### config.mk
export PLATFORM = sky130hd
export DESIGN_NAME = ir_blob_decoder
export DESIGN_NICKNAME = d
export VERILOG_FILES = /design/src/rtl/ir_blob_decoder.sv
export SDC_FILE = /design/constraint.sdc
export NUM_CORES = 1
export LEC_CHECK = 0
export CAP_MARGIN = 15
export CELL_PAD_IN_SITES_DETAIL_PLACEMENT = 0
export CELL_PAD_IN_SITES_GLOBAL_PLACEMENT = 2
export CORE_MARGIN = 5
export CORE_UTILIZATION = 40
export CTS_BUF_LIST = sky130_fd_sc_hd__clkbuf_8
export DETAILED_ROUTE_END_ITERATION = 10
export GPL_ROUTABILITY_DRIVEN = 0
export PLACE_DENSITY_LB_ADDON = 0.15
export SYNTH_ARGS = -nofsm -noshare
export SYNTH_HDL_FRONTEND = slang
export SYNTH_SLANG_ARGS = --single-unit
### constraint.sdc
create_clock -name clk -period 4.9 [get_ports clk]
set_input_delay 0.98 -clock clk [delete_from_list [all_inputs] [get_ports clk]]
set_output_delay 0.98 -clock clk [all_outputs]
set_load 0.005 [all_outputs]
### src/rtl/ir_blob_decoder.sv
// ir_blob_decoder
//   Parses the extended-mode report byte stream from the IR camera into a
//   10-bit x/y blob position plus size nibble and present-blob count.
//   A frame is HEADER_BYTES header bytes followed by NUM_BLOBS 3-byte records
//   {xl, yl, hi}. Outputs change only on a complete frame (commit) or on the
//   no-frame timeout; y==1023 means "no data".
//
//   Optional feature macro: BLOB_SELECT_LARGEST_EN
//     defined   : report the present blob with the largest size nibble
//                 (ties -> lowest index)
//     undefined : report blob 0 only (1023/1023/0xF if blob 0 absent)
//
// Ports
//   clk, reset    clock, synchronous active-high reset
//   data_in[7:0]  camera report byte
//   data_valid    single-cycle strobe per byte
//   frame_start   marks data_in as byte 0 of a new report (with data_valid)
//   x[9:0], y[9:0], blob_size[3:0], blob_count[2:0]  last committed result
//   frame_valid   1-cycle pulse on commit
//   stale         no frame committed within TIMEOUT_CYCLES (or since reset)
module ir_blob_decoder #(
  parameter int HEADER_BYTES   = 1,
  parameter int NUM_BLOBS      = 4,
  parameter int TIMEOUT_CYCLES = 12_000_000
) (
  input  logic       clk,
  input  logic       reset,
  input  logic [7:0] data_in,
  input  logic       data_valid,
  input  logic       frame_start,
  output logic [9:0] x,
  output logic [9:0] y,
  output logic [3:0] blob_size,
  output logic [2:0] blob_count,
  output logic       frame_valid,
  output logic       stale
);
  localparam int TW = $clog2(TIMEOUT_CYCLES + 1);
  localparam int HW = $clog2(HEADER_BYTES + 2);
  localparam logic [9:0] NONE = 10'h3FF;

  typedef enum logic [2:0] {IDLE, HDR, XL, YL, HI, COMMIT, SKIP} state_e;

  state_e         state_q, state_d;
  logic [HW-1:0]  hdr_q, hdr_d;
  logic [1:0]     idx_q, idx_d;
  logic [7:0]     xl_q, yl_q;
  // per-frame shadow: running selection and count
  logic           acc_vld_q;
  logic [9:0]     acc_x_q, acc_y_q;
  logic [3:0]     acc_sz_q;
  logic [2:0]     acc_cnt_q;
  logic [9:0]     x_q, y_q;
  logic [3:0]     sz_q;
  logic [2:0]     cnt_q;
  logic           stale_q;
  logic [TW-1:0]  tmo_q, tmo_d;

  logic           start, hi_fire, last;
  logic [9:0]     rec_x, rec_y;
  logic [3:0]     rec_sz;
  logic           present, take;
  logic           m_vld;
  logic [9:0]     m_x, m_y;
  logic [3:0]     m_sz;
  logic [2:0]     m_cnt;

  // FSM next state
  always_comb begin
    state_d = state_q;
    hdr_d   = hdr_q;
    idx_d   = idx_q;
    start   = 1'b0;
    hi_fire = 1'b0;
    last    = 1'b0;
    if (data_valid && frame_start) begin
      // restart from any state; this byte is header byte 0 (or blob 0 xl)
      start = 1'b1;
      idx_d = '0;
      hdr_d = HW'(1);
      if (HEADER_BYTES == 0)      state_d = YL;
      else if (HEADER_BYTES == 1) state_d = XL;
      else                        state_d = HDR;
    end else begin
      unique case (state_q)
        HDR: if (data_valid) begin
          hdr_d = hdr_q + HW'(1);
          if (hdr_q == HW'(HEADER_BYTES - 1)) state_d = XL;
        end
        XL: if (data_valid) state_d = YL;
        YL: if (data_valid) state_d = HI;
        HI: if (data_valid) begin
          hi_fire = 1'b1;
          if (idx_q == 2'(NUM_BLOBS - 1)) begin
            last    = 1'b1;
            state_d = COMMIT;
          end else begin
            idx_d   = idx_q + 2'd1;
            state_d = XL;
          end
        end
        COMMIT:  state_d = SKIP;
        default: state_d = state_q;  // IDLE/SKIP wait for frame_start
      endcase
    end
  end

  // Record decode and merge of the current record into the shadow. The
  // merged view feeds the outputs directly so commit costs only one clock.
  always_comb begin
    rec_x   = {data_in[5:4], xl_q};
    rec_y   = {data_in[7:6], yl_q};
    rec_sz  = data_in[3:0];
    present = (rec_y != NONE);
`ifdef BLOB_SELECT_LARGEST_EN
    // strict compare keeps the lowest index on ties
    take = present && (!acc_vld_q || (rec_sz > acc_sz_q));
`else
    take = present && (idx_q == 2'd0);
`endif
    m_vld = acc_vld_q | take;
    m_x   = take ? rec_x  : acc_x_q;
    m_y   = take ? rec_y  : acc_y_q;
    m_sz  = take ? rec_sz : acc_sz_q;
    m_cnt = acc_cnt_q + {2'b00, present};
    tmo_d = (tmo_q == TW'(TIMEOUT_CYCLES)) ? tmo_q : tmo_q + TW'(1);
  end

  always_ff @(posedge clk) begin
    if (reset) begin
      state_q   <= IDLE;
      hdr_q     <= '0;
      idx_q     <= '0;
      xl_q      <= '0;
      yl_q      <= '0;
      acc_vld_q <= 1'b0;
      acc_x_q   <= NONE;
      acc_y_q   <= NONE;
      acc_sz_q  <= 4'hF;
      acc_cnt_q <= '0;
      x_q       <= NONE;
      y_q       <= NONE;
      sz_q      <= 4'hF;
      cnt_q     <= '0;
      stale_q   <= 1'b1;
      tmo_q     <= '0;
    end else begin
      state_q <= state_d;
      hdr_q   <= hdr_d;
      idx_q   <= idx_d;

      if (start) begin
        acc_vld_q <= 1'b0;
        acc_sz_q  <= 4'hF;
        acc_cnt_q <= '0;
        if (HEADER_BYTES == 0) xl_q <= data_in;
      end else if (data_valid && state_q == XL) begin
        xl_q <= data_in;
      end else if (data_valid && state_q == YL) begin
        yl_q <= data_in;
      end else if (hi_fire) begin
        acc_vld_q <= m_vld;
        acc_x_q   <= m_x;
        acc_y_q   <= m_y;
        acc_sz_q  <= m_sz;
        acc_cnt_q <= m_cnt;
      end

      if (last) begin
        x_q     <= m_vld ? m_x  : NONE;
        y_q     <= m_vld ? m_y  : NONE;
        sz_q    <= m_vld ? m_sz : 4'hF;
        cnt_q   <= m_cnt;
        stale_q <= 1'b0;
        tmo_q   <= '0;
      end else begin
        tmo_q <= tmo_d;
        if (tmo_d == TW'(TIMEOUT_CYCLES)) begin
          x_q     <= NONE;
          y_q     <= NONE;
          sz_q    <= 4'hF;
          cnt_q   <= '0;
          stale_q <= 1'b1;
        end
      end
    end
  end

  assign x           = x_q;
  assign y           = y_q;
  assign blob_size   = sz_q;
  assign blob_count  = cnt_q;
  assign frame_valid = (state_q == COMMIT);
  assign stale       = stale_q;
endmodule

### Word level (Yosys, flattened, before mapping)

Index checks and enable logic that the tools add are counted.

| word-level totals | value |
|---|---|
| input port bits | 12 |
| output and inout port bits | 29 |
| register bits | 103 |
| logic and storage cells | 104 |

| cells by class | value |
|---|---|
| $add $sub $neg | 4 |
| equal/unequal tests | 19 |
| bitwise gates (word level) | 5 |
| reductions and logical operators | 23 |
| mux-type cells | 35 |

Operators with widths:

| cell | count |
|---|---|
| two-way mux 10 bit | 7 |
| == test 24 bit, second input constant | 2 |
| adder 24 x 1 -> 24 bit, second input constant | 1 |
| two-way mux 24 bit | 1 |
| two-way mux 3 bit | 8 |
| two-way mux 4 bit | 4 |
| != test 3 bit, second input constant | 5 |
| one-hot mux 3 bit (5 select lines) | 1 |
| two-way mux 1 bit | 13 |
| AND reduction 6 bit | 2 |
| != test 10 bit, second input constant | 1 |
| != test 2 bit, second input constant | 5 |
| AND reduction 3 bit | 3 |
| == test 3 x 2 -> 1 bit, second input constant | 2 |
| == test 3 bit, second input constant | 2 |
| AND reduction 2 bit | 3 |
| nonzero test 2 bit | 3 |
| nonzero test 6 bit | 1 |
| OR reduction 2 bit | 3 |
| nonzero test 5 bit | 1 |
| adder 2 x 1 -> 2 bit, second input constant | 2 |
| logical AND 1 bit | 4 |
| logical NOT 2 bit | 2 |
| NOT 1 bit | 4 |
| 6 further kinds | 6 |

### Longest topological paths before layout

Gate-level depths: netlist (run 1).

| depth | value |
|---|---|
| word-level depth | 6 |
| depth in mapped cells | 11 |

### Least setup slack after synthesis (run 1)

Ideal clock, no wire load.

| path | value |
|---|---|
| path kind | input to register |
| from | input port data_valid |
| to | register x_q[0] (netlist: x[0]) |
| data required time | 4.821 ns |
| arrival time | 2.795 ns |
| setup time | 0.079 ns |
| slack | 2.026 ns |
| stages on the path | 9 |
| cells stage by stage | clkbuf_1 -> nor4bb_1 -> nand2_1 -> nand2b_1 -> clkbuf_1 -> clkbuf_1 -> nor2_1 -> a21boi_0 -> a211oi_2 |

| on the way | value |
|---|---|
| cells in the longest elaborated chain, start to end | 4 |

Ends and longest elaborated chain:

| element | RTL line | text |
|---|---|---|
| from (decl) | 29 | `input logic data_valid,` |
| two-way mux 1 bit | 92 | `HI: if (data_valid) begin` |
| two-way mux 1 bit | 85 | `unique case (state_q)` |
| two-way mux 1 bit * | 76 | `if (data_valid && frame_start) begin` |
| two-way mux 10 bit / nonzero test 2 bit (equally long branches) | n/a |  |
| to (signal assigned) | 170 | `x_q <= m_vld ? m_x : NONE;` |
| to (decl) | 53 | `logic [9:0] x_q, y_q;` |

Mark *: on every way between the ends. The rest lies on a longest branch, timed or not.
A chain may end at the register's enable or synchronous reset.

### Worst setup path after layout (run 1)

| path | value |
|---|---|
| from | input port data_valid |
| to | register x_q[8] (netlist: x[8]) |

Same word-level chain as after synthesis.

==> results of run 1 <==
cell families (layout without fill, tap and decap cells):
family	after synthesis	in the layout	synth area share, %
and+or+nand+nor	229	229	22.8
AOI/OAI and AO/OA	140	140	21.7
DFF	103	103	39.5
buffers and inverters	61	76	5.63
muxes	24	24	4.62
xor gates and xnor gates	23	23	3.86
adders and majority gates	8	8	1.92
synthesized netlist by cell type (9+ instances only):
cell type	n
clkbuf_1	27
nor2b_1	48
xnor2_1	15
inv_1	14
a21oi_1	17
nor3_1	11
mux2i_1	23
nand3_1	15
a21boi_0	26
nor2_1	83
a211o_1	21
nand2_1	22
dfxtp_1	103
buf_2	9
nand4_1	9
a211oi_1	29
a211oi_2	19
registers in the layout, summed over array words and instances, names as in the netlist, 3 cells and up:
name        count
acc_cnt_q       3
blob_size       4
blob_count      3
xl_q            8
acc_sz_q        4
y              10
acc_x_q        10
state_q         3
acc_y_q        10
x              10
tmo_q          24
yl_q            8
power by group through the flow:
stage | Combinational [mW] | Clock, mW | Sequential, mW
detailed placement | 0.199 | 0 | 0.926
CTS | 0.200 | 0.506 | 0.907
global route | 0.216 | 0.538 | 0.913
floorplan | 0.0997 | 0 | 0.920
finish | 0.197 | 0.486 | 0.905
global placement | 0.196 | 0 | 0.926
through the flow:
step,setup slack [ns],area [um2],instances
finish,1.50,5830,775
global route,1.27,5830,775
CTS,1.53,5830,775
detailed placement,1.13,5660,760
global placement,1.16,5660,760
floorplan,2.03,5220,588
layout by cell type, fill, tap and decap left out, drive strengths merged, types with 2 or more instances in the layout:
master and instances:
nor4 5, a21boi 27, mux2i 23, a221o 2, a31o 2, o21ai 7, or3 5, nor2b 48
o211ai 2, and3 4, nor2 83, nand2 22, a21oi 17, inv 14, clkbuf 9, a211o 21
xnor2 15, or2 3, nor4b 2, or4 3, ha 8, and2 7, clkinv 4, nor3 11
dfxtp 103, buf 7, nand3 17, clkinvlp 2, nand2b 4, a211oi 48, o31ai 5, nand4 10
clkdlybuf4s50 40, xor2 8
layer usage:
metal	up-vias	part of all wire (%)	global-route usage (%)
li1	2107	-	-
met1	1979	53	25.0
met2	74	43	24.9
met3	7	3.4	4.20
met4	0	0.79	3.48
met5	-	0	0
cell type report:
type	count	area, um2	share of cell area, %
Multi-Input combinational cell	424	2880	49.5
Sequential cell	103	2060	35.4
Timing Repair Buffer	47	453	7.77
Tap cell	172	215	3.69
Clock buffer	9	124	2.13
Inverter	14	52.6	0.902
Clock inverter	6	38.8	0.666
final timing paths:
check | start | slack [ns] | end | cells past startpoint
worst min-delay path | hdr_q[1] | 0.46 | hdr_q[1] | 2
worst min register to register | hdr_q[1] | 0.46 | hdr_q[1] | 2
worst max-delay path | data_valid | 1.50 | x[8] | 7
worst max register to register | tmo_q[0] | 1.68 | blob_count[0] | 8
worst max-delay path: stages:
cell	delay (ns)
clkdlybuf4s50_1	0.67
nor4bb_1	0.46
nand2_1	0.20
nand2b_1	0.80
nor2_1	0.16
a21boi_0	0.19
a211oi_2	0.23
==> results.txt, run 1 <==
----------------------------------------------------
[Flow run]
  Max Cap Viol ... 0

[STA]
  RSZ-0062 raised after global routing ... false
  Final-report max-slew violation count ... 0
  Total count of hold-check failures in the final report ... 0
  Maximum operating frequency ... 294 MHz
  Final clock period utilization by the worst path ... 69.4%
  Worst hold margin ... 0.464 ns
  Number of endpoints failing setup at the final stage ... 0
  Clock skew after layout ... 0.0119 ns
  Total negative slack ... 0 ns
  Relative slew slack ... 28.2%
  Time the final worst path needs with I/O delays and setup ... 3.40 ns
  Least-Margin Pin Slew ... 1.08 ns

[Power]
  Pwr/cell area ... 273 mW/mm2
  Net Sw Frac ... 26.1%
  Flop pwr share ... 57.0%
  Overall Power ... 1.59 mW
  Lkg Pwr ... 1.98 nW
  P_sw ... 0.414 mW
  Clock power frac ... 30.6%
  Power share of the combinational group ... 12.4%
  Int Pwr ... 1.17 mW
  Maximum resistive drop on vdd ... 154 uV

[Min path]
  Type of the most critical hold path ... flip-flop to flip-flop

[Worst setup path]
  Startpoint kind of the worst setup timing path ... input pin
  Arrival time worst endpoint ... 3.70 ns
  Endpoint kind of the worst setup timing path ... flip-flop
  Required time of the critical path ... 5.20 ns
  Kind of critical path ... input pin to flip-flop
  Max Fanout on Critical Path ... 25

[GRT]
  Number of global-route vias before repair ... 4019
  Remaining global-route overflow ... 0
  GRT Util Overall ... 16.9%
  Largest net degree at the start of global routing ... 51
  Number of antenna violations at the first check in global routing ... 0
  Global-route wire length before repair ... 21.4 mm

[Synthesis]
  Post-synth design cell area ... 0.00522 mm2
  Count of distinct cell types in the synthesized netlist ... 59
  Share of flip-flops with an asynchronous set or reset after synthesis ... 0%
  Post-synthesis sequential area ratio ... 39.5%
  Post-Syn Nets ... 608
  Average footprint of a synthesized cell ... 8.88 um2
  Register bit total from synthesis ... 103
  Library cell occupying the most area in the post-synthesis netlist ... dfxtp_1
  Top area cells in the synthesized netlist ... dfxtp_1, nor2_1, nor2b_1
  Number of standard cells after synthesis ... 588
  Number of synthesis warnings ... 0
  Top cell type's share of synthesized area ... 39.5%
  Count of flip-flops with a built-in enable after synthesis ... 0
  Main flop type after synthesis ... dfxtp_1

[Placed design]
  IO Port Bufs ... 40
  HPWL after detailed placement ... 8.77 mm

[Route]
  Wire length per cell after detailed routing ... 16.7 um
  Via-per-instance ratio ... 5.38
  Number of DRC markers in iteration 0 ... 290
  Final routed wirelength across all metal layers ... 13.0 mm
  DRC violation count after routing ... 0
  Vias after detailed routing ... 4167
  DRT Pass-1 Iters ... 4
  Detail Route Antenna Nets ... 0

[Floorplanning]
  Placeable core area ... 0.0127 mm2
  Starting density of the core ... 41.1%
  Row count ... 41
  Die ar. ... 0.0154 mm2
  Die height ... 124 um
  Die W ... 124 um
  I/O pin count ... 41

[Clocking]
  Number of gates given a new drive strength after cts ... 0
  Clock root buffer ... clkbuf_8
  Maximum clock insertion buffer count ... 2
  Clock network latency to the later pin of the worst-skew pair ... 0.39 ns
  Clock slew seen by the registers of the worst setup and hold paths ... 0.09 ns
  Number of buffers inserted during clock tree synthesis ... 9
  Cts hold-fix bufs ... 0
  H-tree depth reported by CTS ... 3
  Count of buffers added by post-CTS timing repair for setup ... 0
  Number of clock sinks ... 103
  TritonCTS clock tree ... done

[Final layout]
  Number of antenna diodes ... 0
  Layout cells sized above 1 ... 9.29%
  Growth of design area from synthesis to finish ... 11.6%
  Final core utilization ... 45.8%
  Total Nets Final ... 619
  Number of inserted filler cells in the final layout ... 1329

[Status]
  Status ... finished, final reports clean

----------------------------------------------------
No activity file was read; power rests on OpenSTA's default activity.
==> inputs of run 2 (changes only) <==
--- a/config.mk
+++ b/config.mk
@@ -9,7 +9,7 @@
 export CELL_PAD_IN_SITES_DETAIL_PLACEMENT = 0
 export CELL_PAD_IN_SITES_GLOBAL_PLACEMENT = 2
 export CORE_MARGIN = 5
-export CORE_UTILIZATION = 40
+export CORE_UTILIZATION = 34
 export CTS_BUF_LIST = sky130_fd_sc_hd__clkbuf_8
 export DETAILED_ROUTE_END_ITERATION = 10
 export GPL_ROUTABILITY_DRIVEN = 0
==> constraint.sdc (replaced) <==
create_clock -name clk -period 2.8 [get_ports clk]
set_input_delay 0.56 -clock clk [delete_from_list [all_inputs] [get_ports clk]]
set_output_delay 0.56 -clock clk [all_outputs]
set_load 0.005 [all_outputs]
==> run 2 against run 1 <==
  * Global-route usage shrank 1.5 points
  * Non-clock buffer count grew 46
  * Design area grew 9.7%
  * Count of clock-buffer cells in the layout grew 1
  * Clock skew shrank 0.0023 ns
  * Register-to-register slack lost 1.5 ns
  * Combinational power grew 83%
  * Total power grew 95%
  * Sequential power grew 75%
  * First-iteration DRC count shrank 33%
  * Largest cell class unchanged
  * Highest routed layer unchanged
==> results.txt, run 2 (synthesized netlist as in run 1, its figures left out) <==
----------------------------------------------------
[Route]
  Vias after detailed routing ... 4345 (+4.3%)
  Detail Route Antenna Nets ... 0 (unchanged)
  Number of DRC markers in iteration 0 ... 193 (-33%)
  Wire length per cell after detailed routing ... 16.2 um (-3.2%)
  Via-per-instance ratio ... 5.19 (-3.5%)
  DRT Pass-1 Iters ... 5 (+1)
  Final routed wirelength across all metal layers ... 13.6 mm (+4.5%)
  DRC violation count after routing ... 0 (unchanged)

[Placed design]
  IO Port Bufs ... 40 (unchanged)
  Placed Cells ... 819 (+7.8%)
  HPWL after detailed placement ... 9.66 mm (+10%)
  Dpl ws ... 0.0277 ns (-1.10 ns)
  Post-place instance area ... 0.00610 mm2 (+7.7%)

[Clocking]
  Clock slew seen by the registers of the worst setup and hold paths ... 0.10 ns (about the same)
  Number of buffers inserted during clock tree synthesis ... 9 (unchanged)
  Number of clock sinks ... 103 (unchanged)
  Cts hold-fix bufs ... 0 (unchanged)
  H-tree depth reported by CTS ... 3 (unchanged)
  Clock root buffer ... clkbuf_8
  Maximum clock insertion buffer count ... 2 (unchanged)
  Clock network latency to the later pin of the worst-skew pair ... 0.38 ns (about the same)
  TritonCTS clock tree ... done

[STA]
  Total count of hold-check failures in the final report ... 0 (unchanged)
  Final clock period utilization by the worst path ... 95.0%
  Total negative slack ... 0 ns (unchanged)
  RSZ-0062 raised after global routing ... false
  Time the final worst path needs with I/O delays and setup ... 2.66 ns
  Maximum operating frequency ... 376 MHz
  Final-report max-slew violation count ... 0 (unchanged)
  Final critical-path setup slack ... 0.140 ns (-1.36 ns)
  Least-Margin Pin Slew ... 0.619 ns (-0.459 ns)
  Relative slew slack ... 58.6% (+30 points)
  Number of endpoints failing setup at the final stage ... 0 (unchanged)
  Worst hold margin ... 0.460 ns (-0.00412 ns)
  Clock skew after layout ... 0.00961 ns (-0.00226 ns)

[Power]
  Overall Power ... 3.10 mW (+95%)
  Maximum resistive drop on vdd ... 199 uV (+30%)
  Lkg Pwr ... 2.28 nW (+15%)
  Pwr/cell area ... 485 mW/mm2 (+78%)

[Min path]
  Type of the most critical hold path ... flip-flop to flip-flop
  Number of stages on the worst hold path ... 2 (unchanged)
  Endpoint of the worst hold path ... hdr_q[1]
  Hold_sp ... hdr_q[1]

[GRT]
  Number of antenna violations at the first check in global routing ... 0 (unchanged)
  Remaining global-route overflow ... 0 (unchanged)
  Largest net degree at the start of global routing ... 49 (-3.9%)
  GRT Util Overall ... 15.4% (-1.5 points)
  Number of global-route vias before repair ... 4058 (+0.97%)
  Global-route wire length before repair ... 22.1 mm (+3.2%)

[Final layout]
  Most frequent standard cell in the layout excluding fill and tap cells ... dfxtp_1
  Top library cells by usage in the layout, fill and taps aside ... dfxtp_1, nor2_1, nor2b_1
  Layout cells sized above 1 ... 17.1% (+7.8 points)
  Total Nets Final ... 665 (+7.4%)
  Register containing the most flip-flops in the final layout ... tmo_q
  Final core utilization ... 42.2% (-3.6 points)
  Largest register FFs ... 24 (unchanged)
  Post-route cell area ... 0.00639 mm2 (+9.7%)
  Number of antenna diodes ... 0 (unchanged)
  Growth of design area from synthesis to finish ... 22.4%
  Number of inserted filler cells in the final layout ... 1501 (+13%)
  Final instance count without filler cells ... 837 (+8.0%)

[Worst setup path]
  Worst R2R Start ... tmo_q[18]
  Register-to-register setup slack ... 0.14 ns (-1.54 ns)
  Kind of critical path ... flip-flop to flip-flop
  R2R depth ... 7 (-1)
  Required time of the critical path ... 3.07 ns (-2.13 ns)
  Arrival time worst endpoint ... 2.93 ns (-0.77 ns)
  Endpoint kind of the worst setup timing path ... flip-flop
  Max Fanout on Critical Path ... 5 (-80%)
  Startpoint kind of the worst setup timing path ... flip-flop
  Reg2Reg Capture Point ... blob_count[0]

[Flow run]
  Max Cap Viol ... 0 (unchanged)

[Floorplanning]
  Starting density of the core ... 34.5% (-6.6 points)
  Die ar. ... 0.0179 mm2 (+16%)
  Die W ... 134 um (+7.8%)
  Row count ... 45 (+9.8%)
  Die height ... 134 um (+7.8%)
  I/O pin count ... 41 (unchanged)
  Placeable core area ... 0.0151 mm2 (+19%)

[Status]
  Status ... finished, final reports clean

----------------------------------------------------
run 2: where the power goes:
group	internal, mW	switching [mW]
clock network	0.615	0.541
registers	1.54	0.0470
logic	0.216	0.143
total	2.37	0.732
run 2: repair_timing:
action                     4_1_cts  5_1_grt
gates resized for setup          1        7
setup endpoints to repair        1       28
pin swaps                        0        3
buffers inserted                 0        3
run 2: worst max-delay path by stage:
stage	startpoint	endpoint	slack, ns	cells past startpoint
3_3_place_gp	tmo_q[2]	blob_count[1]	0.05	7
4_1_cts	tmo_q[2]	blob_count[0]	0.03	7
6_report	tmo_q[18]	blob_count[0]	0.14	7
2_1_floorplan	tmo_q[1]	x[3]	0.25	8
5_1_grt	tmo_q[13]	blob_count[0]	0.02	9
3_5_place_dp	data_valid	x[8]	0.03	8
run 2: layout make-up:
class                           count  area, um2  share of cell area [%]
Tap cell                          188        235                    3.68
Inverter                           14       52.6                   0.822
Clock inverter                      5        106                    1.66
Sequential cell                   103       2070                    32.4
Multi-Input combinational cell    424       2910                    45.5
Timing Repair Buffer               93        886                    13.9
Clock buffer                       10        138                    2.15
run 2: routing by layer:
layer  global-route usage [%]  up-vias  wire [um]
met5                        0        -          0
met3                     3.75       12        648
met4                     4.29        0        171
li1                         -     2201          -
met1                     22.9     2047       7100
met2                     21.9       85       5640
run 2: worst max-delay path, stage by stage, from the launching register on:
cell and delay (ns):
dfxtp_1 0.41, nand3_2 0.11, or4_4 0.58, nor4_2 0.26, o2111ai_1 0.14, or4_4 0.59
buf_4 0.18, a221o_1 0.29
